`config.mk`:
```
export PLATFORM = sky130hd
export DESIGN_NAME = mod_updown_counter
export DESIGN_NICKNAME = d
export VERILOG_FILES = /design/src/rtl/mod_updown_counter.sv
export SDC_FILE = /design/constraint.sdc
export NUM_CORES = 1
export LEC_CHECK = 0
export ABC_AREA = 1
export CELL_PAD_IN_SITES_DETAIL_PLACEMENT = 1
export CELL_PAD_IN_SITES_GLOBAL_PLACEMENT = 1
export CORE_ASPECT_RATIO = 0.7
export CORE_MARGIN = 2
export CORE_UTILIZATION = 35
export CTS_BUF_LIST = sky130_fd_sc_hd__clkbuf_16
export DETAILED_ROUTE_END_ITERATION = 16
export GPL_ROUTABILITY_DRIVEN = 0
export PLACE_DENSITY_LB_ADDON = 0.1
export SYNTH_ARGS = -nofsm -noshare
export SYNTH_HDL_FRONTEND = slang
export SYNTH_SLANG_ARGS = --single-unit
```
`constraint.sdc`:
```
create_clock -name Clock -period 3.9 [get_ports Clock]
set_input_delay 0.78 -clock Clock [delete_from_list [all_inputs] [get_ports Clock]]
set_output_delay 0.78 -clock Clock [all_outputs]
set_load 0.1 [all_outputs]
```
`src/rtl/mod_updown_counter.sv`:
```
// WIDTH-bit up/down counter with programmable modulus, parallel load,
// clock prescaler, one-cycle terminal-count pulse and active-low HEX digits.
module mod_updown_counter #(
    parameter int WIDTH    = 8,
    parameter int PRESCALE = 1
) (
    input  logic                         Clock,
    input  logic                         Reset,
    input  logic                         Enable,
    input  logic                         Up,
    input  logic                         Load,
    input  logic [WIDTH-1:0]             LoadValue,
    input  logic [WIDTH-1:0]             Modulus,
    output logic [WIDTH-1:0]             CounterValue,
    output logic                         TC,
    output logic [7*((WIDTH+3)/4)-1:0]   HEX
);

    localparam int DIGITS = (WIDTH + 3) / 4;
    localparam int PS_W   = (PRESCALE > 1) ? $clog2(PRESCALE) : 1;
    localparam logic [PS_W-1:0] PS_LAST = PS_W'(PRESCALE - 1);

    logic [PS_W-1:0]     ps_count;
    logic [WIDTH-1:0]    top_value;
    logic [WIDTH-1:0]    next_value;
    logic                wrap;
    logic                step;
    logic [4*DIGITS-1:0] padded;

    // Modulus of zero underflows to all-ones, which gives the full range.
    assign top_value = Modulus - WIDTH'(1);
    assign step      = Enable && (ps_count == PS_LAST);

    always_comb begin
        next_value = CounterValue;
        wrap       = 1'b0;
        if (Up) begin
            if (CounterValue >= top_value) begin
                next_value = '0;
                wrap       = 1'b1;
            end else begin
                next_value = CounterValue + WIDTH'(1);
            end
        end else begin
            if (CounterValue == '0) begin
                next_value = top_value;
                wrap       = 1'b1;
            end else begin
                next_value = CounterValue - WIDTH'(1);
            end
        end
    end

    always_ff @(posedge Clock) begin
        if (Reset) begin
            CounterValue <= '0;
            ps_count     <= '0;
            TC           <= 1'b0;
        end else if (Load) begin
            CounterValue <= LoadValue;
            ps_count     <= '0;
            TC           <= 1'b0;
        end else if (Enable) begin
            if (step) begin
                CounterValue <= next_value;
                ps_count     <= '0;
                TC           <= wrap;
            end else begin
                ps_count     <= ps_count + PS_W'(1);
                TC           <= 1'b0;
            end
        end else begin
            TC <= 1'b0;
        end
    end

    function automatic logic [6:0] seg7(input logic [3:0] nibble);
        logic [6:0] pattern;
        case (nibble)
            4'h0: pattern = 7'b1000000;
            4'h1: pattern = 7'b1111001;
            4'h2: pattern = 7'b0100100;
            4'h3: pattern = 7'b0110000;
            4'h4: pattern = 7'b0011001;
            4'h5: pattern = 7'b0010010;
            4'h6: pattern = 7'b0000010;
            4'h7: pattern = 7'b1111000;
            4'h8: pattern = 7'b0000000;
            4'h9: pattern = 7'b0010000;
            4'hA: pattern = 7'b0001000;
            4'hB: pattern = 7'b0000011;
            4'hC: pattern = 7'b1000110;
            4'hD: pattern = 7'b0100001;
            4'hE: pattern = 7'b0000110;
            default: pattern = 7'b0001110;
        endcase
        return pattern;
    endfunction

    // Unused bits of the top nibble read as zero.
    always_comb begin
        padded              = '0;
        padded[WIDTH-1:0]   = CounterValue;
    end

    for (genvar k = 0; k < DIGITS; k++) begin : g_digit
        assign HEX[7*k +: 7] = seg7(padded[4*k +: 4]);
    end

endmodule

```
==> metrics <==
status finished clean; reg2reg setup slack between 1000 and 1500 ps; Leak Pwr around 1.6 nW; share of layout cells above drive strength 1 11.7%; largest net degree at the start of global routing 18; PwrDens 394 nW/µm²; top post-synthesis cells by area nand2_1 23%, dfxtp_1 21%, ha_1 13%; CTS Buf Count 3; post-synthesis adder-cell area fraction around an eighth; clock buffer depth 2; Pint slightly below 600 µW; num rows 24; I/O pin cnt between 40 and 50; Yosys reg bits 24; largest family of logic cells by synthesized area simple AND/OR/NAND/NOR gates; setup violators final 0; Die Height approximately 70 µm; Post-CTS Hold Fix Bufs 0; Synth Instances between 300 and 400; final worst-path cycle share approximately 94%; Die Wd between 100 and 150 µm; R2R cell count 19; Reg clk slew, reported paths 60 ps; top_reg_cell synth dfxtp_1; first-pass GRT wire length roughly 12000 µm; vias in the first global route 2430; most common cell in the netlist nand2_1; Post-Place Setup Slack -124 ps; Initial DRC Count 70; area leader, netlist nand2_1; WS Path Type in2reg; Slew @ Worst Pin roughly 990 ps; Hold Crit Depth 2; max-cap viol count 0; Post-DRT Antenna Nets 0; total power around 1.2 mW; Warnings, synthesis 0; Synth Area in Compound Gates under 10%; Reg-to-Reg Start CounterValue[2]; Initial Util a little over a third; Final Net Count ~470; Hold WS 448 ps; Crit path arrival time between 3000 and 4000 ps; Overall Global Routing Usage ~21%; drt first pass iters 4; WL per Instance 14.0 µm; register area share after synthesis a little over a fifth; Hold EP ps_count; Startpoint Class input port; worst skew pair latency about 250 ps; initial antenna violation count 0; post-route worst setup slack around 210 ps; worst min-delay path category reg2reg; power share of the sequential group 26.5%; drt total wl roughly 7000 µm; Final Skew around 3.1 ps; Peak supply drop roughly 0.18 mV; clk sink count 24; Mapped Area roughly 2300 µm²; Yosys top cell area share roughly 23%; DR vias around 2400; Post-synth EDFFs 0; post-synth cell types 31; CTS tree built; FFs w/ async S/R, synth 0%; placed instance area between 2000 and 3000 µm²; Port Buffer Count between 40 and 50; min-delay src ps_count; drc violations 0; xor/xnor share of the synthesized area under 10%; simple-gate share of the synthesized area 47.6%; Worst Setup End Kind register; final-report max-slew violation count 0; Critical Path RT between 4000 and 5000 ps; r2r endpoint HEX[3]; Synthesized Nets between 400 and 500; H-tree Lvls 1; Slew Limit Headroom 34.1%; minimum clock period 3690 ps; worst-path fanout max 4; core area between 6000 and 7000 µm²; detailed-route vias per instance roughly 5; combinational share of power a little over half; Root Driver clkbuf_16; Fin. Hold Viols 0; clock share of power 18.8%; Mean Syn Cell Area about 6.1 µm²; multiplexer share of the synthesized area 0%; P&R area growth vs syn 29.6%; synth cell count leaders 137 x nand2_1, 41 x inv_1, 39 x nand3_1; NetSw between 500 and 600 µW; sw frac between 40 and 50%; Peak Freq approximately 0.27 GHz; HPWL Detailed ~5600 µm; die area approximately 7200 µm²; n_diodes 0; grt ovf 0; # fillers around 850; Final Cell Area 2960 µm²
[layer usage]
metal  routed length [µm]  part of all wire (%)  vias up  GRT usage [%]
li1                     -                     -     1244              -
met1                 3710                    53     1138           31.8
met2                 2860                    41       53           30.6
met3                  353                   5.1        2           3.71
met4                   18                  0.26        0           2.28
met5                    0                     0        -              0
[cell families (layout without fill, tap and decap cells)]
family | count (synthesis) | in the layout
AOI/OAI and AO/OA | 19 | 19
xor gates and xnor gates | 9 | 9
adders and majority gates | 24 | 24
and+or+nand+nor | 239 | 239
DFF | 24 | 24
buffers and inverters | 56 | 104
[placed cells by master, fill, tap and decap left out, types with 2 or more instances in the layout]
| master | n |
|---|---|
| nand3b_1 | 3 |
| nand3_1 | 38 |
| nor2_2 | 3 |
| a21oi_1 | 7 |
| nor2_1 | 33 |
| nand4_1 | 4 |
| inv_1 | 39 |
| inv_2 | 9 |
| nor2_8 | 2 |
| clkdlybuf4s50_1 | 42 |
| nand2_2 | 9 |
| o21ai_0 | 5 |
| o21ai_1 | 5 |
| xnor2_1 | 3 |
| ha_1 | 23 |
| nor2_4 | 2 |
| buf_4 | 10 |
| clkbuf_16 | 3 |
| xor2_2 | 2 |
| dfxtp_1 | 24 |
| nand2_1 | 135 |
| xor2_1 | 4 |
| nand2_4 | 4 |
[how the worst max path moves through the flow]
stage | startpoint | to | slack [ps] | depth (start not counted)
3_5_place_dp | Modulus[0] | HEX[3] | -120 | 22
4_1_cts | Modulus[0] | HEX[3] | 150 | 22
5_1_grt | Modulus[0] | HEX[3] | -7 | 22
2_1_floorplan | Modulus[0] | HEX[3] | 610 | 21
6_report | Modulus[0] | HEX[3] | 210 | 22
3_3_place_gp | Modulus[4] | HEX[3] | 20 | 22
[metrics by stage]
| stage | TNS, ps | utilization [%] | cells |
|---|---|---|---|
| CTS | 0 | 46.2 | 497 |
| global route | -7.22 | 47.1 | 497 |
| global placement | 0 | 45.0 | 494 |
| floorplan | 0 | - | 371 |
| detailed placement | -340 | 45.0 | 494 |
| finish | 0 | 47.1 | 497 |
[state kept, by name, indices dropped and copies added, names as in the netlist]
name	flops
TC	1
HEX	14
CounterValue	8
ps_count	1
[worst max-delay path: stages]
cell and delay (ps):
clkdlybuf4s50_1 440, inv_2 140, nand3_4 120, nor2_4 140, nand4_1 100, and2_1 180, ha_1 280, a21oi_1 150
o21a_1 220, nand2_2 90, nand2_2 80, nand2_1 60, nand2_1 60, nand2_1 50, nand2_1 80, inv_2 50
nor2_2 110, inv_1 70, ha_1 290, nand3b_1 180, nand3_1 100, nand2_1 50
[area by class of cell]
cell class                      instances  area, µm²  share of cell area (%)
Sequential cell                        24        480                    16.3
Inverter                               49        185                    6.27
Clock buffer                            3       75.1                    2.54
Multi-Input combinational cell        291       1620                    54.9
Timing Repair Buffer                   52        495                    16.8
Tap cell                               78       97.6                    3.30
[what timing repair did]
item / in CTS / in global routing
resized for setup: 0 / 14
endpoints found under the hold margin: 0 / 0
setup endpoints to repair: 0 / 14
buffers inserted: 0 / 0
[power groups by stage]
stage	clock, mW	combinational [mW]	sequential [mW]
after floorplan	0	0.247	0.533
after global placement	0	0.622	0.314
after detailed placement	0	0.629	0.315
after CTS	0.231	0.632	0.309
after global routing	0.243	0.690	0.313
final	0.219	0.638	0.309
No activity file was read; power rests on OpenSTA's default activity.
